$ cat config.mk
export PLATFORM = sky130hd
export DESIGN_NAME = alu_cmd_driver
export DESIGN_NICKNAME = d
export VERILOG_FILES = /design/src/rtl/alu_pkg.sv /design/src/rtl/alu_cmd_driver.sv
export SDC_FILE = /design/constraint.sdc
export NUM_CORES = 1
export LEC_CHECK = 0
export ABC_AREA = 0
export BUFFER_PORTS_ARGS = -buffer_cell sky130_fd_sc_hd__buf_4
export CAP_MARGIN = 40
export CORE_ASPECT_RATIO = 0.9
export CORE_MARGIN = 3
export CORE_UTILIZATION = 30
export CTS_BUF_LIST = sky130_fd_sc_hd__clkbuf_8
export DETAILED_ROUTE_END_ITERATION = 10
export GPL_ROUTABILITY_DRIVEN = 0
export PLACE_DENSITY = 0.67
export SLEW_MARGIN = 20
export SYNTH_ARGS = -nofsm -noshare
export SYNTH_HDL_FRONTEND = slang
export SYNTH_SLANG_ARGS = --single-unit
$ cat constraint.sdc
create_clock -name clk -period 1.7 [get_ports clk]
set_input_delay 0.255 -clock clk [delete_from_list [all_inputs] [get_ports clk]]
set_output_delay 0.255 -clock clk [all_outputs]
set_load 0.02 [all_outputs]
$ cat src/rtl/alu_pkg.sv
// Shared types for the ALU command driver.
// Operand/selector widths, flag positions, bundles and FSM states.
package alu_pkg;

  localparam int OPERAND_W = 4;
  localparam int SEL_W     = 3;
  localparam int ZERO_BIT  = 0;
  localparam int CARRY_BIT = 1;
  localparam int CNT_W     = 4;

  typedef struct packed {
    logic [OPERAND_W-1:0] a;
    logic [OPERAND_W-1:0] b;
    logic [SEL_W-1:0]     sel;
  } alu_cmd_t;

  typedef struct packed {
    logic [OPERAND_W-1:0] y;
    logic                 carry;
    logic                 zero;
    logic                 err;
  } alu_rsp_t;

  typedef enum logic [1:0] {
    IDLE,
    SETTLE,
    RESP
  } alu_drv_state_e;

  function automatic logic [7:0] pack_operands(alu_cmd_t c);
    return {c.b, c.a};
  endfunction

  function automatic logic [7:0] pack_sel(alu_cmd_t c);
    return {{(8-SEL_W){1'b0}}, c.sel};
  endfunction

  function automatic alu_rsp_t unpack_rsp(logic [7:0] uo,
                                          logic [7:0] uio);
    alu_rsp_t r;
    r.y     = uo[OPERAND_W-1:0];
    r.carry = uio[CARRY_BIT];
    r.zero  = uio[ZERO_BIT];
    r.err   = |uo[7:OPERAND_W];
    return r;
  endfunction

endpackage

$ cat src/rtl/alu_cmd_driver.sv
// Handshaked initiator for the combinational 4-bit ALU pin interface.
// One op in flight: drive operands, wait SETTLE_CYCLES, sample, respond.
module alu_cmd_driver
  import alu_pkg::*;
#(
  parameter int SETTLE_CYCLES = 1,
  parameter int COUNT_W       = 16
) (
  input  logic               clk,
  input  logic               rst,
  input  logic               cmd_valid,
  output logic               cmd_ready,
  input  logic [3:0]         cmd_a,
  input  logic [3:0]         cmd_b,
  input  logic [2:0]         cmd_sel,
  output logic [7:0]         alu_ui_in,
  output logic [7:0]         alu_uio_in,
  input  logic [7:0]         alu_uo_out,
  input  logic [7:0]         alu_uio_out,
  output logic               rsp_valid,
  input  logic               rsp_ready,
  output logic [3:0]         rsp_y,
  output logic               rsp_carry,
  output logic               rsp_zero,
  output logic               rsp_err,
  output logic               busy,
  output logic [COUNT_W-1:0] op_count
);

  localparam logic [CNT_W-1:0] SETTLE_INIT =
    CNT_W'(SETTLE_CYCLES - 1);

  alu_drv_state_e    state;
  alu_drv_state_e    state_next;
  logic [CNT_W-1:0]  settle_cnt;
  logic              load_cmd;
  logic              capture;
  logic              rsp_fire;
  alu_cmd_t          cmd;
  alu_rsp_t          rsp_d;
  alu_rsp_t          rsp_q;
  logic              unused_flags;

  assign cmd = '{a: cmd_a, b: cmd_b, sel: cmd_sel};
  assign rsp_d = unpack_rsp(alu_uo_out, alu_uio_out);

  // Flag bus bits above carry carry no meaning here.
  assign unused_flags = ^alu_uio_out[7:2];

  // State register; reset abandons any op in flight.
  always_ff @(posedge clk) begin
    if (rst) begin
      state <= IDLE;
    end else begin
      state <= state_next;
    end
  end

  // Next state and handshake strobes.
  always_comb begin
    state_next = state;
    cmd_ready  = 1'b0;
    load_cmd   = 1'b0;
    capture    = 1'b0;
    rsp_fire   = 1'b0;
    unique case (state)
      IDLE: begin
        cmd_ready = 1'b1;
        if (cmd_valid) begin
          load_cmd   = 1'b1;
          state_next = SETTLE;
        end
      end
      SETTLE: begin
        if (settle_cnt == '0) begin
          capture    = 1'b1;
          state_next = RESP;
        end
      end
      RESP: begin
        if (rsp_valid && rsp_ready) begin
          rsp_fire   = 1'b1;
          state_next = IDLE;
        end
      end
      default: begin
        state_next = IDLE;
      end
    endcase
  end

  // Operand buses hold the last accepted command until the next one.
  always_ff @(posedge clk) begin
    if (rst) begin
      alu_ui_in  <= '0;
      alu_uio_in <= '0;
    end else if (load_cmd) begin
      alu_ui_in  <= pack_operands(cmd);
      alu_uio_in <= pack_sel(cmd);
    end
  end

  // Settle countdown: loaded on accept, counts to zero in SETTLE.
  always_ff @(posedge clk) begin
    if (rst) begin
      settle_cnt <= '0;
    end else if (load_cmd) begin
      settle_cnt <= SETTLE_INIT;
    end else if (state == SETTLE && settle_cnt != '0) begin
      settle_cnt <= settle_cnt - CNT_W'(1);
    end
  end

  // Response capture; fields are frozen until the handshake.
  always_ff @(posedge clk) begin
    if (rst) begin
      rsp_q     <= '0;
      rsp_valid <= 1'b0;
    end else if (capture) begin
      rsp_q     <= rsp_d;
      rsp_valid <= 1'b1;
    end else if (rsp_fire) begin
      rsp_valid <= 1'b0;
    end
  end

  // Completed-op counter, wraps silently.
  always_ff @(posedge clk) begin
    if (rst) begin
      op_count <= '0;
    end else if (rsp_fire) begin
      op_count <= op_count + COUNT_W'(1);
    end
  end

  assign rsp_y     = rsp_q.y;
  assign rsp_carry = rsp_q.carry;
  assign rsp_zero  = rsp_q.zero;
  assign rsp_err   = rsp_q.err;
  assign busy      = (state != IDLE);

endmodule
== Yosys cells after proc, flatten, opt, wreduce, memory -nomap -nowiden ==
Index checks and enable logic that the tools add are counted.

* Word-level logic and storage cells: 40
* Bits of input ports: 31
* Output and inout bits: 42
* Register bits: 41

* Equality and inequality tests: 5
* Add/subtract/negate cells: 2
* Reductions and logical operators: 10
* Multiplexer cells: 13

{| class="wikitable"
|+ Operators with widths
! operator !! number
|-
| $add A16 B1 Y16 const B || 1
|-
| $mux W1 || 9
|-
| $mux W2 || 3
|-
| $ne A2 B2 Y1 const B || 3
|-
| $pmux W2 S3 || 1
|-
| $logic_not A4 Y1 || 1
|-
| $reduce_bool A2 Y1 || 2
|-
| $reduce_bool A4 Y1 || 1
|-
| $reduce_or A4 Y1 || 1
|-
| $sub A4 B1 Y4 const B || 1
|-
| $reduce_and A3 Y1 || 1
|-
| $eq A2 B1 Y1 const B || 1
|-
| $eq A2 B2 Y1 const B || 1
|-
| $logic_and A1 B1 Y1 || 2
|-
| $logic_not A2 Y1 || 1
|-
| $reduce_or A2 Y1 || 1
|}

== Logic depth before layout (Yosys ltp) ==
* Depth in word-level cells: 5
* Gate-level depth with buffers: 7
* Mapped depth without buffers: 6

== Worst setup path before layout ==
Ideal clock, no wire load.

* Kind: register to register
* From: register settle_cnt[0]
* To: register rsp_q, in the netlist rsp_err
* Path buffers: 1
* Setup time: 0.070 ns
* Required time: 1.630 ns
* Arrival time: 1.628 ns
* Cell stages (with the launch flop): 8
* Path slack: 0.002 ns
* Clock period less this slack: 1.698 ns
* Cell sequence: dfxtp_1 inv_1 ha_1 or3b_1 nand2b_1 buf_4 or2_2 a21oi_1

* Cells in the longest elaborated chain, start to end: 3

{| class="wikitable"
|+ RTL lines
! what !! line !! text
|-
| start: declaration || alu_cmd_driver.sv:35 || <nowiki>logic [CNT_W-1:0] settle_cnt;</nowiki>
|-
| start signal: assignment || alu_cmd_driver.sv:110 || <nowiki>settle_cnt <= settle_cnt - CNT_W'(1);</nowiki>
|-
| $logic_not A4 Y1 || alu_cmd_driver.sv:75 || <nowiki>if (settle_cnt == '0) begin</nowiki>
|-
| $mux W1 || alu_cmd_driver.sv:75 ||
|-
| $mux W1 || alu_cmd_driver.sv:66 || <nowiki>unique case (state)</nowiki>
|-
| end signal: assignment || alu_cmd_driver.sv:120 || <nowiki>rsp_q <= rsp_d;</nowiki>
|-
| end: declaration || alu_cmd_driver.sv:41 || <nowiki>alu_rsp_t rsp_q;</nowiki>
|}

No other way between the ends.
A chain may end at the register's enable or synchronous reset.

== Worst setup path after layout ==
* From: register settle_cnt[0]
* To: register settle_cnt[1]

* Cells in the longest elaborated chain, start to end: 2
* Elaborated cells on any way between the ends: 3
* Those cells by class: add/sub: 1; reduce/logical: 2

{| class="wikitable"
|+ RTL lines
! what
|-
| parallel branches: the longest is 2 deep, another holds $sub A4 B1 Y4
|}

Parallel ways; which one is timed is not known.

==> reports/metrics.yaml <==
die:
  core_region_area_um2: 5440
  initial_core_util_pct: 32.0
  io_pins: 73
  die_w_um: 86.3
  rows: 25
  dieArea_um2: 6750
  die_y_um: 78.3
logic_synthesis:
  synth_fa_ha_area_share_pct: 1.44
  synth_top_area_share_pct: 47.2
  synth_top_area_cell: "dfxtp_1"
  synth-xor-area-share_pct: 6.54
  synth.most_common_cell: "dfxtp_1"
  syn_area_um2: 1740
  syn_avg_cell_area_um2: 8.57
  synth_cells: 203
  yosysUniqueCellTypes: 37
  synthArstFlopShare_pct: 0
  synth_compound_area_share_pct: 7.76
  synth-edff-count: 0
  yosys.area_share.simple_pct: 27.2
  netlist_top_cells_count: "41 x dfxtp_1, 33 x nand2_1, 20 x a21oi_1, 20 x nor2_1, 9 x nand3_1"
  synth.area.mux_share_pct: 4.10
  synth-main-ff-cell: "dfxtp_1"
  synthTopCellsByArea: "dfxtp_1 47%, nand2_1 7.1%, a21oi_1 5.8%, nor2_1 4.3%, xnor2_1 3.5%"
  synth_top_family_by_area: "simple AND/OR/NAND/NOR gates"
  yosysWarnings: 0
  synth-seq-cells: 41
  synth-seq-area-share_pct: 47.2
timing:
  hold_viol_final: 0
  hold_slack_ns: 0.209
  slew_violations: 0
  rsz0062_at_grt: "true"
  finalCritPeriodShare_pct: 94.1
  final.min_clock_period_ns: 1.60
  skew_ns: 0.00367
  setup_violations: 0
  fmax_mhz: 625
clocking:
  clock_latency_ns: 0.28
  cts_tree: "yes"
  numCtsBuffers: 5
  postCtsSetupBuffers: 0
  clockBufferDepth: 2
  postCtsHoldBufs: 0
  cts.clk_slew.worst_paths_ns: 0.08
  htree_num_levels: 2
  cts_root_buf: "clkbuf_8"
  numClockSinks: 41
layout:
  syn_to_final_growth_pct: 41.8
  fin_nets: 313
  finalNonFillerCells: 346
  drive_above_1_share_pct: 34.8
  n_antenna_cell: 0
  num-fill-cells: 550
critical_path:
  r2r_end: "settle_cnt[1]"
  reg2reg_depth: 7
  worstPathCellList: "inv_1 -> ha_1 -> or3b_4 -> and2_1 -> buf_4 -> nor2_1 -> a2111oi_2"
  cp.required_ns: 1.88
  r2r-start: "settle_cnt[0]"
  critPathCaptureType: "register"
  crit_path_start: "settle_cnt[0]"
  cp_slowest_cell: "dfxtp_1"
  critical_path_class: "reg2reg"
  cp_slowest_stage_delay_ns: 0.37
  crit_path_start_kind: "register"
  ff2ff_setup_slack_ns: 0.1
  worstPathArrival_ns: 1.78
  crit_fanout: 3
  endpoint: "settle_cnt[1]"
route:
  wl_per_cell_um: 11.9
  drtIter0Drc: 72
  drc_errors: 0
  vias: 1613
  finalWirelength_mm: 4.13
  routed_via_density: 4.66
  postRouteAntennaNets: 0
  drt_first_pass_iters: 4
grt:
  grt_use_total_pct: 12.8
  antenna_found_initial: 0
  grt_max_degree: 44
  grt_remaining_overflow: 0
  grt_pass1_wl_mm: 7.11
  grt_pass1_vias: 1553
status:
  run_status: "finished, final reports clean"
place:
  port-buffer-count: 61
  hpwlAfterDp_mm: 3.03
  dp_cells: 340
power:
  leakagePower_nw: 1.10
  total_power_mw: 1.87
  ir_drop_uv: 373
  p_per_area_nw_per_um2: 759
hold_path:
  min_from: "alu_uio_out[0]"
  worst_hold_path_type: "in2reg"
run:
  cap_violations: 0
-- placed cells by master (no fill, tap or decap), types with 3 or more instances in the layout --
| cell type | n |
|---|---|
| nor3_1 | 7 |
| nor2_1 | 20 |
| xor2_1 | 6 |
| nand2_1 | 33 |
| mux2i_1 | 6 |
| and2_1 | 4 |
| nor4_1 | 3 |
| dfxtp_1 | 41 |
| a21oi_1 | 20 |
| nand4_1 | 3 |
| nand3_1 | 9 |
| clkbuf_8 | 5 |
| xnor2_1 | 7 |
| inv_1 | 4 |
| conb_1 | 5 |
| buf_4 | 80 |
-- how the worst min path moves through the flow --
stage / endpoint / slack, ns / cells after the start
after global placement: rsp_err / 0.44 / 2
after global routing: alu_ui_in[5] / 0.21 / 3
after detailed placement: alu_ui_in[4] / 0.45 / 2
after CTS: rsp_zero / 0.20 / 3
after floorplan: alu_ui_in[6] / 0.39 / 2
final: rsp_zero / 0.21 / 3
-- where the power goes --
part | switching, mW | internal [mW] | leakage, nW
Sequential | 0.0202 | 0.995 | 0.333
Clock | 0.308 | 0.270 | 0.0399
Combinational | 0.153 | 0.128 | 0.731
Total | 0.482 | 1.39 | 1.10
-- stage by stage --
step,setup slack [ns],setup TNS [ns],utilization (%),cell area (um^2)
after global routing,-0.0330,-0.0330,45.4,2470
after global placement,0.0959,0,43.5,2370
after floorplan,0.00165,0,-,1760
after detailed placement,0.0767,0,43.5,2370
final,0.0997,0,45.4,2470
after CTS,0.0524,0,44.8,2440
-- repair_timing --
action                     CTS  global route
resized for setup            0             6
hold endpoints to repair     0             0
setup endpoints to repair    0            12
-- sequential cells by signal, summed over array words and instances, names as in the netlist --
name / cells
rsp_y: 4
op_count: 16
rsp_carry: 1
rsp_err: 1
settle_cnt: 4
rsp_zero: 1
alu_ui_in: 8
alu_uio_in: 3
rsp_valid: 1
state: 2
-- kinds of logic after synthesis --
kind of cell,count (synthesis)
AOI/OAI and AO/OA,25
xor gates and xnor gates,13
adders and majority gates,2
buffers and inverters,19
DFF,41
muxes,7
other,1
and+or+nand+nor,95
-- final cells by class --
cell class	instances	area (um^2)	area share (%)
multi-input cells	147	863	35.0
flip-flops and latches	41	821	33.2
repair buffers	81	612	24.8
well taps	67	83.8	3.40
clock buffers	5	68.8	2.79
inverters	4	15.0	0.608
clock inverters	1	5.00	0.203
-- per-layer routing --
| metal | part of all wire [%] | wire length [um] | track usage, % | up-vias |
|---|---|---|---|---|
| li1 | - | - | - | 826 |
| met1 | 46 | 1910 | 16.6 | 740 |
| met2 | 45 | 1870 | 20.7 | 43 |
| met3 | 7.6 | 316 | 4.09 | 4 |
| met4 | 0.94 | 39 | 3.27 | 0 |
| met5 | 0 | 0 | 0 | - |
-- worst max-delay path, delay by kind of cell, from the launching register on --
| family | cells | cell delay, ns |
|---|---|---|
| AO/OA/AOI/OAI | 1 | 0.31 |
| adder cells (fa/ha/maj) | 1 | 0.20 |
| buffers and inverters | 2 | 0.19 |
| flip-flops | 1 | 0.37 |
| AND/OR/NAND/NOR | 3 | 0.44 |
No activity file was read; power rests on OpenSTA's default activity.
